--- config.mk ---
export PLATFORM = sky130hd
export DESIGN_NAME = instr_fetch
export DESIGN_NICKNAME = d
export VERILOG_FILES = /design/src/rtl/instr_fetch_pkg.sv /design/src/rtl/instr_fifo.sv /design/src/rtl/instr_fetch.sv
export SDC_FILE = /design/constraint.sdc
export NUM_CORES = 1
export LEC_CHECK = 0
export ABC_AREA = 1
export CORE_UTILIZATION = 50
export CTS_BUF_LIST = sky130_fd_sc_hd__clkbuf_2
export CTS_CLUSTER_SIZE = 16
export DETAILED_ROUTE_END_ITERATION = 10
export HOLD_SLACK_MARGIN = 0.05
export PLACE_DENSITY = 0.83
export SYNTH_ARGS = -nofsm -noshare
export SYNTH_HDL_FRONTEND = slang
export SYNTH_SLANG_ARGS = --single-unit
--- constraint.sdc ---
create_clock -name clk -period 4.6 [get_ports clk]
set_clock_uncertainty 0.1 [all_clocks]
set_input_delay 1.38 -clock clk [delete_from_list [all_inputs] [get_ports clk]]
set_output_delay 1.38 -clock clk [all_outputs]
set_load 0.005 [all_outputs]
--- src/rtl/instr_fetch_pkg.sv ---
// Shared constants and the fetch buffer entry type
// for the instruction fetch stage.
package instr_fetch_pkg;

    localparam int XLEN        = 32;
    localparam int INSTR_BYTES = 4;

    localparam logic [XLEN-1:0] NOP_INSTR = 32'h0000_0013;

    typedef struct packed {
        logic [XLEN-1:0] pc;
        logic [XLEN-1:0] instr;
    } fetch_entry_t;

endpackage

--- src/rtl/instr_fifo.sv ---
// Small synchronous FIFO of {pc, instr} entries with
// flush; flush wins over a same-cycle push or pop.
module instr_fifo
    import instr_fetch_pkg::*;
#(
    parameter int DEPTH = 2,
    parameter int CW    = $clog2(DEPTH + 1)
) (
    input  logic         clk,
    input  logic         rst_n,
    input  logic         i_push,
    input  fetch_entry_t i_entry,
    input  logic         i_pop,
    input  logic         i_flush,
    output fetch_entry_t o_head,
    output logic [CW-1:0] o_count
);

    localparam int PW = (DEPTH > 1) ? $clog2(DEPTH) : 1;

    fetch_entry_t  r_mem [DEPTH];
    logic [PW-1:0] r_wptr;
    logic [PW-1:0] r_rptr;
    logic [CW-1:0] r_count;
    logic          w_push;
    logic          w_pop;

    function automatic logic [PW-1:0] nxt(input logic [PW-1:0] p);
        return (p == PW'(DEPTH - 1)) ? '0 : p + 1'b1;
    endfunction

    assign w_pop  = i_pop && !i_flush && (r_count != '0);
    assign w_push = i_push && !i_flush &&
                    ((r_count != CW'(DEPTH)) || w_pop);

    always_ff @(posedge clk) begin
        if (w_push) begin
            r_mem[r_wptr] <= i_entry;
        end
    end

    always_ff @(posedge clk or negedge rst_n) begin
        if (!rst_n) begin
            r_wptr  <= '0;
            r_rptr  <= '0;
            r_count <= '0;
        end else if (i_flush) begin
            r_wptr  <= '0;
            r_rptr  <= '0;
            r_count <= '0;
        end else begin
            if (w_push) r_wptr <= nxt(r_wptr);
            if (w_pop)  r_rptr <= nxt(r_rptr);
            r_count <= r_count + CW'(w_push) - CW'(w_pop);
        end
    end

    assign o_head  = r_mem[r_rptr];
    assign o_count = r_count;

endmodule

--- src/rtl/instr_fetch.sv ---
// RV32I fetch stage: credit-limited in-order imem requests,
// response buffering and redirect with stale-response drop.
module instr_fetch
    import instr_fetch_pkg::*;
#(
    parameter logic [31:0] RESET_PC  = 32'h0000_0000,
    parameter int          BUF_DEPTH = 2
) (
    input  logic        clk,
    input  logic        rst_n,
    output logic        imem_req,
    output logic [31:0] imem_addr,
    input  logic        imem_gnt,
    input  logic        imem_rvalid,
    input  logic [31:0] imem_rdata,
    input  logic        redirect_valid,
    input  logic [31:0] redirect_pc,
    output logic        instr_valid,
    input  logic        instr_ready,
    output logic [31:0] instr,
    output logic [31:0] instr_pc
);

    localparam int CW = $clog2(BUF_DEPTH + 1);
    localparam int DW = CW + 1;

    logic [XLEN-1:0] r_pc;
    logic [XLEN-1:0] r_resp_pc;
    logic [CW-1:0]   r_live_cnt;
    logic [DW-1:0]   r_drop_cnt;

    logic [CW-1:0]   w_fifo_cnt;
    logic [DW-1:0]   w_credit;
    logic [DW-1:0]   w_drop_sum;
    logic [XLEN-1:0] w_redir_pc;
    logic            w_fire;
    logic            w_resp;
    logic            w_drop;
    logic            w_pop;
    fetch_entry_t    w_entry;
    fetch_entry_t    w_head;
    logic            w_unused;

    assign w_unused   = ^redirect_pc[1:0];
    assign w_redir_pc = {redirect_pc[31:2], 2'b00};

    assign w_credit = DW'(r_live_cnt) + DW'(w_fifo_cnt);
    assign imem_req = (w_credit < DW'(BUF_DEPTH)) && !redirect_valid;
    assign imem_addr = r_pc;

    assign w_fire = imem_req && imem_gnt;
    // An rvalid with nothing outstanding is a protocol error and is ignored
    assign w_resp = imem_rvalid && (r_drop_cnt == '0) &&
                    (r_live_cnt != '0);
    assign w_drop = imem_rvalid && (r_drop_cnt != '0);
    assign w_drop_sum = r_drop_cnt + DW'(r_live_cnt);

    always_ff @(posedge clk or negedge rst_n) begin
        if (!rst_n) begin
            r_pc       <= RESET_PC;
            r_resp_pc  <= RESET_PC;
            r_live_cnt <= '0;
            r_drop_cnt <= '0;
        end else if (redirect_valid) begin
            r_pc       <= w_redir_pc;
            r_resp_pc  <= w_redir_pc;
            r_live_cnt <= '0;
            r_drop_cnt <= (imem_rvalid && (w_drop_sum != '0)) ?
                          w_drop_sum - 1'b1 : w_drop_sum;
        end else begin
            if (w_fire) r_pc <= r_pc + XLEN'(INSTR_BYTES);
            if (w_resp) r_resp_pc <= r_resp_pc + XLEN'(INSTR_BYTES);
            r_live_cnt <= r_live_cnt + CW'(w_fire) - CW'(w_resp);
            if (w_drop) r_drop_cnt <= r_drop_cnt - 1'b1;
        end
    end

    assign w_entry = '{pc: r_resp_pc, instr: imem_rdata};
    assign w_pop   = instr_valid && instr_ready;

    instr_fifo #(
        .DEPTH (BUF_DEPTH),
        .CW    (CW)
    ) u_fifo (
        .clk     (clk),
        .rst_n   (rst_n),
        .i_push  (w_resp),
        .i_entry (w_entry),
        .i_pop   (w_pop),
        .i_flush (redirect_valid),
        .o_head  (w_head),
        .o_count (w_fifo_cnt)
    );

    assign instr_valid = (w_fifo_cnt != '0);
    assign instr       = instr_valid ? w_head.instr : NOP_INSTR;
    assign instr_pc    = instr_valid ? w_head.pc : '0;

    a_rvalid_outstanding: assert property (
        @(posedge clk) disable iff (!rst_n)
        imem_rvalid |-> ((r_live_cnt != '0) || (r_drop_cnt != '0))
    );

endmodule
Word level (Yosys, flattened, before mapping)
Memories as Yosys holds them, arrays and structs flattened. Index checks and enable logic that the tools add are counted.

Register bits: 73. Bits of input ports: 70. Output and inout bits: 98. Memories kept: 1. Word-level logic and storage cells: 64. Bits in writable memories: 128.

Memories: u_fifo.r_mem (words 2, bits a word 64, read ports 1, clocked after Yosys merged registers in 0, write ports 1, line instr_fifo.sv:21) `fetch_entry_t r_mem [DEPTH];`.

Reduce and logical (&&, ||, !) cells: 23. $lt $le $gt $ge: 1. Muxes and demuxes: 19. Eq/ne operators: 1. Add/sub/neg operators: 12.

Operator list (number): $mux 32 (6); $add 32x3->32 const B (2); $reduce_bool 2->1 (7); $logic_and 1x1->1 (11); $mux 3 (3); $mux 1 (8); $reduce_bool 3->1 (2); $sub 3x1->3 const B (2); $add 2x1->2 (2); $mux 2 (2); $sub 2x1->2 (2); $add 2x2->3 (1); $add 3x2->3 (1); $logic_not 3->1 (1); $lt 3x2->1 const B (1); $add 1x1->1 const B (2); $ne 2x2->1 const B (1); $logic_not 1->1 (1); $logic_or 1x1->1 (1).

Longest topological paths before layout
Word-level depth: 9. Depth in mapped cells: 11. Gate-level depth less buffers: 11.

Modules after synthesis
Synthesis repeated with hierarchy kept, for this count alone.

Cell total of the unflattened synthesis: 1177. Area, all modules: 10088.4 um^2.

By module, submodules not included: instr_fetch (times used 1, cells each 805, area an instance 5180.0 um^2); instr_fifo (times used 1, cells each 372, area an instance 4908.5 um^2).

Worst setup path before layout
No wires, ideal clock.

Path kind: in2reg. Start point: input imem_rvalid. End point: memory u_fifo.r_mem[0][0] (netlist name), enable pin. Setup slack: -490 ps. Stages on the path: 6. Arrival: 4508 ps. Required time: 4018 ps. Setup time: 482 ps. Path buffers: 0. Path through: nand3_2 nor2_4 inv_2 nor2_4 nand2_1 nor2_1.

Longest elaborated chain between the ends: 6.

Ends and longest elaborated chain: start: declaration (line instr_fetch.sv:14) `input logic imem_rvalid,`; $logic_and 1x1->1 (2 in series) (line instr_fetch.sv:53) `assign w_resp = imem_rvalid && (r_drop_cnt == '0) &&`; $logic_and 1x1->1 (2 in series) (line instr_fifo.sv:33) `assign w_push = i_push && !i_flush &&`; $mux 1 (line instr_fifo.sv:37) `if (w_push) begin`; $mux 1 (implied by the code) (line instr_fifo.sv:38) `r_mem[r_wptr] <= i_entry;`; end: declaration (line instr_fifo.sv:21).

No other way between the ends.

Worst setup path in the final report
Start point: register u_fifo.r_rptr. End point: output instr[12].

Longest elaborated chain between the ends: 2.

Ends and longest elaborated chain: start: declaration (line instr_fifo.sv:23) `logic [PW-1:0] r_rptr;`; start signal: assignment (line instr_fifo.sv:53) `if (w_pop) r_rptr <= nxt(r_rptr);`; $mem_v2 2x64; $mux 32 (line instr_fetch.sv:96) `assign instr = instr_valid ? w_head.instr : NOP_INSTR;`; end: declaration (line instr_fetch.sv:20) `output logic [31:0] instr,`.

No other way between the ends.

==> impl_metrics.toml <==
[layout]
nets = 1315
drive_above_1_share_pct = 7.87
n_antenna_cell = 0
syn2layout_area_growth_pct = 22.5
nFillCells = 1554

[clock_tree]
cts-root-buf = "clkbuf_2"
cts.sinks = 193
cts_setup_buffers = 0
cts_buffer_depth = 2
cts_resized = 0
ctsHoldBuffers = 0
clock_latency_ps = 800
clk_pin_slew_ps = 260
tritoncts = "built"
cts_buffers = 17
cts_max_level = 4

[outcome]
outcome = "finished clean"

[global_routing]
grt_pass1_wl_mm = 37.9
grt_usage_pct = 24.8
first_global_vias = 7612
grt_antenna_before_repair = 0
grt_max_degree = 70
gr-total-overflow = 0

[sta]
max_slew_margin_pct = 38.6
finalHoldViolations = 0
tightest_slew_ps = 921
max_freq_mhz = 239
period_minus_slack_ps = 4180
setup_viol = 0
rsz0062_at_grt = "no"
finalCritPeriodShare_pct = 91.0
timing.final.ws_setup_ps = 416
holdWs_ps = 493
drv_slew = 0

[worst_setup_path]
start_kind = "flop"
cp_cell_sequence = "inv_2, buf_4, nand2_1, a21oi_1, clkdlybuf4s50_1"
critPathBufInv = 3
rr_worst_depth = 9
worst_path_max_delay_cell = "clkdlybuf4s50_1"
worst-path-max-fanout = 28
crit_path_end_kind = "primary output"
cp.required_ps = 3120
cp.depth = 5
cpPeakStageDelay_ps = 540
arrival_ps = 2700
criticalPathCategory = "reg2out"
crit_family = "buffers and inverters"

[placement]
dp_hpwl_mm = 16.8
place_congestion = 0.928
numPortBuffers = 161
dp_slack_ps = 804

[drt]
ant_nets = 0
viasPerCell = 5.40
drtPass1Iterations = 5
wl_per_cell_um = 15.9
route.vias.total = 7988
drc = 0
drt_iter0_drc = 772
wirelength_mm = 23.6

[synthesis]
yosys_warnings = 0
synth_edf_count = 124
avgSynthCellArea_sq_um = 8.95
synth.distinct_cells = 41
ys_ff_latch = 193
ys_async_sr_fraction_pct = 35.8
synthCells = 1070
ys.flop_type = "edfxtp_1"
ys_seq_area_share_pct = 56.9
syn-cell-area_sq_um = 9580

[die]
io_pins = 168
core_sq_um = 18800
die_area_sq_um = 19700
initial_utilization_pct = 51.0
rows = 50
die_w_um = 140
die_h_um = 140

[hold_path]
min_path_type = "reg2reg"
hold_depth = 0

[job]
maxCapViolCount = 0

[pwr]
p_per_area_nw_per_um2 = 309
p_leak_nw = 4.69
vdd_drop_max_mv = 0.160
## sequential cells by signal (all words and copies together) (netlist names)
name            flops
r_drop_cnt          3
u_fifo.r_rptr       1
u_fifo.r_wptr       1
imem_addr          30
r_live_cnt          2
r_resp_pc          30
u_fifo.o_count      2
u_fifo.r_mem      124
## cells by family (layout without fill, tap and decap cells)
kind of cell	Yosys count	after routing	share of synthesized area [%]
compound gates	113	113	6.70
xor+xnor	22	22	2.01
buf+inv	120	292	5.26
fa+ha+maj	13	13	1.85
flops	193	193	56.9
other cells	1	4	0.0391
simple gates	608	608	27.2
## cells in the mapped netlist (7+ instances only)
| master | instances | share of area [%] |
|---|---|---|
| nor2_4 | 11 | 1.3 |
| xor2_1 | 14 | 1.3 |
| nand4_1 | 7 | 0.46 |
| nor2_2 | 11 | 0.72 |
| clkbuf_1 | 19 | 0.74 |
| nand2_1 | 387 | 15 |
| ha_1 | 11 | 1.4 |
| o211ai_1 | 14 | 1.1 |
| edfxtp_1 | 124 | 39 |
| nor2_1 | 81 | 3.2 |
| nand3_1 | 84 | 4.4 |
| dfrtp_1 | 69 | 18 |
| o21ai_0 | 14 | 0.73 |
| a21oi_1 | 63 | 3.3 |
| buf_4 | 8 | 0.63 |
| nor3_1 | 7 | 0.37 |
| xnor2_1 | 8 | 0.73 |
| inv_1 | 76 | 3.0 |
## final timing paths
path                               start                   to  slack, ps
max                        u_fifo.r_rptr            instr[12]        420
min in group asynchronous          rst_n        imem_addr[27]        650
max reg2reg                r_drop_cnt[1]  u_fifo.r_mem[0][61]       2030
max in group asynchronous          rst_n        u_fifo.r_rptr       3100
min reg2reg                r_resp_pc[31]  u_fifo.r_mem[0][63]        490
min                        r_resp_pc[31]  u_fifo.r_mem[0][63]        490
## worst reg2reg max path: stages (launching register included)
cell	delay, ps
dfrtp_1	470
inv_1	110
ha_1	190
nand3_2	100
nor2_4	170
inv_2	70
nor2_4	100
nand2_1	190
nor2_4	540
buf_4	290
## area by class of cell
class	count	area [sq um]	share of cell area [%]
clock buffers	17	85.1	0.725
clock inverters	15	166	1.42
inverters	83	313	2.66
multi-input cells	760	3660	31.2
flip-flops and latches	193	5450	46.4
well taps	234	293	2.49
repair buffers	177	1770	15.1
## metrics by stage
stage / instances / instance area [sq um] / setup TNS [ps] / total power [mW] / util (%)
2_1_floorplan: 1073 / 9590 / -60790 / 2.47 / -
3_3_place_gp: 1447 / 11500 / 0 / 2.76 / 61.2
3_5_place_dp: 1447 / 11500 / 0 / 2.79 / 61.2
4_1_cts: 1479 / 11700 / 0 / 3.65 / 62.5
5_1_grt: 1479 / 11700 / 0 / 3.83 / 62.5
6_report: 1479 / 11700 / 0 / 3.63 / 62.5
## cell usage in the layout (no fill, tap or decap), types with 17 or more instances in the layout
master | netlist | routed
nor2_1 | 81 | 78
a21oi_1 | 63 | 63
clkdlybuf4s50_1 | 0 | 159
clkbuf_2 | 0 | 17
nand3_1 | 84 | 84
nand2_1 | 387 | 387
dfrtp_1 | 69 | 68
edfxtp_1 | 124 | 124
inv_1 | 76 | 76
## metal layers
layer  wire length, um  GRT usage, %  vias to the layer above  part of all wire [%]
met5                 0             0                        -                     0
li1                  -             -                     3828                     -
met4               393          8.50                        0                   1.7
met1              9780          33.5                     3731                    41
met2             11100          40.0                      393                    47
met3              2330          5.23                       36                   9.9
## report_power, final
| group | total, mW | switching, mW | internal, mW |
|---|---|---|---|
| combinational | 0.662 | 0.352 | 0.310 |
| clock | 0.864 | 0.635 | 0.229 |
| sequential | 2.10 | 0.149 | 1.95 |
| total | 3.63 | 1.14 | 2.49 |
Note: power is estimated with default switching activity, not from simulation.
